==> src/rtl/ucounter_pkg.sv <==
// Shared definitions for the utimer_n counter/timer: terminal-count modes and
// the RUN/HALT state encoding.
package ucounter_pkg;

   localparam logic [1:0] MODE_WRAP   = 2'b00;
   localparam logic [1:0] MODE_STOP   = 2'b01;
   localparam logic [1:0] MODE_RELOAD = 2'b10;

   typedef enum logic {
      ST_RUN  = 1'b0,
      ST_HALT = 1'b1
   } state_t;

endpackage

==> src/rtl/uprescaler.sv <==
// Programmable tick divider: one tick every (prescale+1) enabled cycles.
// clr zeroes the divider and suppresses the tick in the same cycle.
module uprescaler #(
   parameter int PRESCALE_W = 4
) (
   input  logic                  clk,
   input  logic                  _areset,
   input  logic                  en,
   input  logic                  clr,
   input  logic [PRESCALE_W-1:0] prescale,
   output logic                  tick
);

   logic [PRESCALE_W-1:0] psc_reg;
   logic                  hit;

   // A psc already above a freshly lowered prescale keeps counting and wraps
   assign hit  = (psc_reg == prescale);
   assign tick = en & ~clr & hit;

   always_ff @(posedge clk or negedge _areset) begin
      if (!_areset) begin
         psc_reg <= '0;
      end else if (clr) begin
         psc_reg <= '0;
      end else if (en) begin
         psc_reg <= hit ? '0 : psc_reg + 1'b1;
      end
   end

endmodule

==> src/rtl/utimer_n.sv <==
// WIDTH-bit up/down counter/timer with prescaler, WRAP/STOP/RELOAD terminal
// modes, sticky and pulsed overflow, compare-match pulse and a HALT state.
module utimer_n
   import ucounter_pkg::*;
#(
   parameter int WIDTH      = 8,
   parameter int PRESCALE_W = 4
) (
   input  logic                  clk,
   input  logic                  _areset,
   input  logic                  en,
   input  logic                  load,
   input  logic [WIDTH-1:0]      preld_val,
   input  logic                  up,
   input  logic [1:0]            mode,
   input  logic [PRESCALE_W-1:0] prescale,
   input  logic [WIDTH-1:0]      cmp_val,
   input  logic                  ovf_clr,
   output logic [WIDTH-1:0]      dcount,
   output logic                  overflow,
   output logic                  ovf_pulse,
   output logic                  cmp_match,
   output logic                  running
);

   localparam logic [WIDTH-1:0] MAX = '1;

   state_t           state_reg, state_next;
   logic             tick;
   logic             terminal;
   logic [WIDTH-1:0] count_next;

   // Holding the divider clear during HALT also suppresses ticks there
   uprescaler #(.PRESCALE_W(PRESCALE_W)) u_psc (
      .clk      (clk),
      ._areset  (_areset),
      .en       (en),
      .clr      (load | (state_reg == ST_HALT)),
      .prescale (prescale),
      .tick     (tick)
   );

   always_comb begin
      terminal   = up ? (dcount == MAX) : (dcount == '0);
      count_next = up ? dcount + 1'b1 : dcount - 1'b1;
      state_next = state_reg;
      if (terminal) begin
         case (mode)
            MODE_STOP:   count_next = dcount;
            MODE_RELOAD: count_next = preld_val;
            default:     count_next = up ? '0 : MAX;
         endcase
      end
      if (load) begin
         state_next = ST_RUN;
      end else if (tick && terminal && (mode == MODE_STOP)) begin
         state_next = ST_HALT;
      end
   end

   always_ff @(posedge clk or negedge _areset) begin
      if (!_areset) begin
         state_reg <= ST_RUN;
      end else begin
         state_reg <= state_next;
      end
   end

   always_ff @(posedge clk or negedge _areset) begin
      if (!_areset) begin
         dcount    <= '0;
         ovf_pulse <= 1'b0;
         cmp_match <= 1'b0;
      end else if (load) begin
         dcount    <= preld_val;
         ovf_pulse <= 1'b0;
         cmp_match <= 1'b0;
      end else if (tick) begin
         dcount    <= count_next;
         ovf_pulse <= terminal;
         cmp_match <= (count_next == cmp_val);
      end else begin
         ovf_pulse <= 1'b0;
         cmp_match <= 1'b0;
      end
   end

   // A terminal tick beats a simultaneous clear
   always_ff @(posedge clk or negedge _areset) begin
      if (!_areset) begin
         overflow <= 1'b0;
      end else if (tick && terminal && !load) begin
         overflow <= 1'b1;
      end else if (ovf_clr) begin
         overflow <= 1'b0;
      end
   end

   assign running = (state_reg == ST_RUN);

endmodule

==> config.mk <==
export PLATFORM = sky130hd
export DESIGN_NAME = utimer_n
export DESIGN_NICKNAME = d
export VERILOG_FILES = /design/src/rtl/ucounter_pkg.sv /design/src/rtl/uprescaler.sv /design/src/rtl/utimer_n.sv
export SDC_FILE = /design/constraint.sdc
export NUM_CORES = 1
export LEC_CHECK = 0
export CAP_MARGIN = 20
export CORE_MARGIN = 2
export CORE_UTILIZATION = 51
export CTS_BUF_LIST = sky130_fd_sc_hd__clkbuf_8
export DETAILED_ROUTE_END_ITERATION = 8
export PLACE_DENSITY_LB_ADDON = 0.25
export SKIP_CTS_REPAIR_TIMING = 1
export SLEW_MARGIN = 20
export SYNTH_ARGS = -nofsm -noshare
export SYNTH_HDL_FRONTEND = slang
export SYNTH_SLANG_ARGS = --single-unit
==> constraint.sdc <==
create_clock -name clk -period 2.87 [get_ports clk]
set_clock_uncertainty 0.05 [all_clocks]
set_input_delay 0.4305 -clock clk [delete_from_list [all_inputs] [get_ports clk]]
set_output_delay 0.4305 -clock clk [all_outputs]
set_load 0.1 [all_outputs]
Yosys cells after proc, flatten, opt, wreduce, memory -nomap -nowiden
Index checks and enable logic that the tools add are counted.

Output and inout port bits: 12. Bits of input ports: 28. Word-level logic and storage cells: 46. Register bits after elaboration: 16.

Reductions and logical operators: 9. Add/subtract/negate cells: 3. Muxes and demuxes: 18. Bitwise gates (word level): 5. Eq/ne operators: 5.

Operators by type and width (count): $mux 8 (5); $pmux 8 s2 (1); $mux 4 (3); $mux 1 (9); $add 8x1->8 const B (1); $eq 8x8->1 (1); $eq 8x8->1 const B (1); $logic_not 8->1 (1); $reduce_bool 2->1 (4); $sub 8x1->8 const B (1); $add 4x1->4 const B (1); $eq 4x4->1 (1); $logic_and 1x1->1 (3); $and 1x1->1 (2); $eq 2x1->1 const B (1); $eq 2x2->1 const B (1); $not 1->1 (2); $logic_not 1->1 (1); $or 1x1->1 (1).

Logic depth before layout (Yosys ltp)
Depth in word-level cells: 8. Mapped depth: 11.

Cells and area by module
Synthesis repeated with hierarchy kept, for this count alone.

Cells, all modules: 205. Area, all modules: 1645.3 um^2.

Modules (own cells, without submodules): utimer_n (seq. area each 300.3 um^2, times used 1, cells each 177, area an instance 1363.8 um^2); uprescaler (seq. area each 100.1 um^2, times used 1, cells each 28, area an instance 281.5 um^2).

Worst setup path after synthesis
OpenSTA, ideal clock, no wires.

Kind: reg-to-reg. Start: reg dcount[1]. End: reg cmp_match. Arrival time: 3.009 ns. Library setup time: 0.094 ns. Required time: 2.726 ns. Setup slack: -0.282 ns. Stages on the path, launching flop included: 9. Period minus slack after synthesis: 3.152 ns. Buffers on the path: 0. Path through: dfrtp_1 -> ha_1 -> a211oi_1 -> nor3b_2 -> nor4_1 -> o21bai_2 -> xnor2_1 -> a2111o_1 -> a221oi_2.

Word-level cells in the longest chain between the ends: 6. Elaborated cells between the ends (all ways): 11. Those cells by class: add/sub: 2; eq/ne: 2; mux: 6; reduce/logical: 1.

RTL lines: start: declaration (line utimer_n.sv:19) `output logic [WIDTH-1:0] dcount,`; start signal: assignment (line utimer_n.sv:75) `dcount <= preld_val;`; start signal: assignment (line utimer_n.sv:79) `dcount <= count_next;`; $sub 8x1->8 (tied with other cells) (line utimer_n.sv:45) `count_next = up ? dcount + 1'b1 : dcount - 1'b1;`; $mux 8 or $mux 1 (tied branches) (line utimer_n.sv:45, utimer_n.sv:44); $mux 8 (*) (line utimer_n.sv:47) `if (terminal) begin`; $eq 8x8->1 (*) (line utimer_n.sv:81) `cmp_match <= (count_next == cmp_val);`; $mux 1 (*) (line utimer_n.sv:78) `end else if (tick) begin`; $mux 1 (*) (line utimer_n.sv:74) `end else if (load) begin`; end signal: assignment (line utimer_n.sv:81); end: declaration (line utimer_n.sv:22) `output logic cmp_match,`.

Every way passes the cells marked *; elsewhere a longest branch is shown, timed or not. A chain may end at the register's enable or synchronous reset.

Worst setup path in the final report
Start: in mode[0]. End: reg cmp_match.

Word-level cells in the longest chain between the ends: 6. Elaborated cells between the ends (all ways): 7. Those cells by class: eq/ne: 3; mux: 4.

RTL lines: start: declaration (line utimer_n.sv:15) `input logic [1:0] mode,`; $eq 2x2->1 or $eq 2x1->1 (tied branches) (line utimer_n.sv:48) `case (mode)`; $pmux 8 s2 (*) (line utimer_n.sv:48); $mux 8 (*) (line utimer_n.sv:47); $eq 8x8->1 (*) (line utimer_n.sv:81); $mux 1 (*) (line utimer_n.sv:78); $mux 1 (*) (line utimer_n.sv:74).

Marks and branches as above.

==> results.toml <==
[status]
status = "finished clean"

[sta]
tightest_slew_ps = 785.9
clock.fmax_mhz = 357.8
fin_crit_sh = 0.9737
min_period_ps = 2795
drv_slew = 0
setup_tns_ps = 0
hold_slack_ps = 482.4
slew-limit-headroom = 0.4744
finalHoldViolations = 0
fin_ws_ps = 75.35
setup_viol = 0

[logic_synthesis]
yosysTopAreaCellShare = 0.2465
syn_area_sq_mm = 0.001624
syn_inst = 192
syn_avg_cell_area_sq_um = 8.459
synthArstFlopShare = 1.000
synth_top_family_by_area = "compound AO/OA/AOI/OAI gates"
synth_seq_cells = 16
synth-xor-area-share = 0.09707
synth_simple_gate_area_frac = 0.2034
yosysSeqAreaShare = 0.2465
yosysTopAreaCell = "dfrtp_1"
synth_compound_area_frac = 0.2658
muxShareOfSynthArea = 0.03698
synthTopCellsByArea = "dfrtp_1 25%, ha_1 6.9%, xnor2_1 5.4%, nand2_1 4.4%, xor2_1 4.3%"
ys_warn_count = 0
yosys.area_share.adder = 0.08166
synth-edff-count = 0
synth_ff_type = "dfrtp_1"
synth.distinct_cells = 50
syn_nets = 230

[global_route]
grtUsageTotal = 0.2812
grt_pass1_vias = 1701
grt_overflow = 0
grt_pass1_wl_mm = 7.762
grt_start_max_net_pins = 18
grt_antenna_before_repair = 0

[power_and_ir_drop]
p_total_mw = 1.126
ir_drop_mv = 0.3166
p_leak_nw = 1.113
powerDensity_mw_per_mm2 = 434.6

[route]
drtIter0Drc = 180
wl_per_cell_um = 17.55
ant_nets = 0
drc_errors = 0
vias = 1883
drt_wl_total_mm = 5.493
vias_per_cell = 6.016
firstDrtPassIters = 5

[worst_setup_path]
path_common_cell = "a221oi_2"
cp_cell_sequence = "clkdlybuf4s50_1, inv_1, ha_4, buf_4, a221oi_4, o21a_1, a221oi_2, a41o_1, o2111ai_1, or4_4, a221oi_2"
path_class = "primary input to flip-flop"
critical_path_depth = 11
startpoint_type = "primary input"
cp_data_required_time_ps = 2980
critPathMaxStageDelay_ps = 500
r2r-start = "dcount[0]"
crit_start = "mode[0]"
cp_max_fo = 6
crit_family = "compound AO/OA/AOI/OAI gates"
crit_slowest_cell = "or4_4"
end_kind = "flip-flop"
worstRegToRegCells = 9
crit_arrival_ps = 2910
critPathBufInv = 3

[final_layout]
antennaDiodeCount = 0
fin_util = 0.8484
area_growth_syn_to_layout_pct = 59.48
largest_reg_flops = 8
nets = 308
drive_above_1_share = 0.3866
fin_area_sq_mm = 0.002590
stdcell_count = 313
final_common_cell = "buf_4"
layout_common_cells = "57 x buf_4, 26 x clkdlybuf4s50_1, 19 x nand2_1, 17 x nor2_1, 11 x inv_1"

[run]
drv_cap = 0

[cts]
clock_tree.buffer_depth = 2
clk_pin_slew_worst_paths_ps = 70
root_buffer = "clkbuf_8"
numCtsBuffers = 3
clock-sinks = 16
cts_max_level = 1
tritoncts = "yes"
clk_latency_ps = 250

[floorplanning]
io-pin-count = 40
die_area_sq_mm = 0.003652
die_y_um = 60.43
start_util = 0.5320
die_x_um = 60.43
core_sq_mm = 0.003053
rows = 20

[min_path]
hp-start = "overflow"
hp-class = "flip-flop to flip-flop"
hold_depth = 2

[placed_design]
dpl_cell_area_sq_mm = 0.002290
place_ws_ps = -431.4
hpwl_mm = 3.897
io_buffers = 39
gp_congestion = 0.9446
placed_cells = 305
-- metal layers --
metal / up-vias / routed length [um] / share of wire / track usage
met1: 871 / 2159 / 0.39 / 0.3633
met3: 33 / 436 / 0.079 / 0.04691
met2: 106 / 2673 / 0.49 / 0.4767
li1: 873 / - / - / -
met4: 0 / 223 / 0.041 / 0.09938
met5: - / 0 / 0 / 0
-- cell usage after synthesis, types with 2 or more instances --
library cell	count
nand2_1	19
nor2_1	18
dfrtp_1	16
inv_1	12
o21ai_0	10
xnor2_1	10
ha_1	9
nor3_1	9
xor2_1	8
a21oi_1	7
a221oi_1	7
mux2i_1	6
o221ai_1	6
clkbuf_1	5
buf_2	4
o21a_1	4
nand3_1	3
a221oi_2	2
a22oi_1	2
a311oi_1	2
nand2b_1	2
nand4_1	2
nor4_1	2
-- final cells by class --
type                    count  area (sq um)
flip-flops and latches     16         409.1
repair buffers             84         700.7
inverters                  12         45.04
fillers                   174         462.9
clock buffers               4         55.05
well taps                  44         55.05
multi-input cells         153          1325
-- worst reg2reg max path: stages (launching register included) --
cell and delay [ps]:
dfrtp_2 420, inv_1 130, fa_1 430, nand2b_4 160, a21oi_2 140, xor2_1 190
mux2i_2 120, xnor2_1 150, or4_4 540, a221oi_2 180
-- power breakdown --
part           internal (mW)  switching [mW]  leakage [nW]  total (mW)
logic                  0.299           0.344         0.884       0.643
clock network          0.122          0.0837        0.0288       0.206
registers              0.242          0.0357         0.200       0.277
-- worst paths after layout --
check,endpoint,slack [ps]
min,overflow,480
min reg2reg,overflow,480
max in group asynchronous,dcount[4],1650
min in group asynchronous,dcount[7],590
max reg2reg,cmp_match,280
max,cmp_match,80
-- kinds of logic after synthesis --
family | count (synthesis)
flip-flops | 16
adder cells (fa/ha/maj) | 10
multiplexers | 6
buffers and inverters | 23
AO/OA/AOI/OAI | 55
AND/OR/NAND/NOR | 64
XOR/XNOR | 18
(Power assumes the default switching activity.)
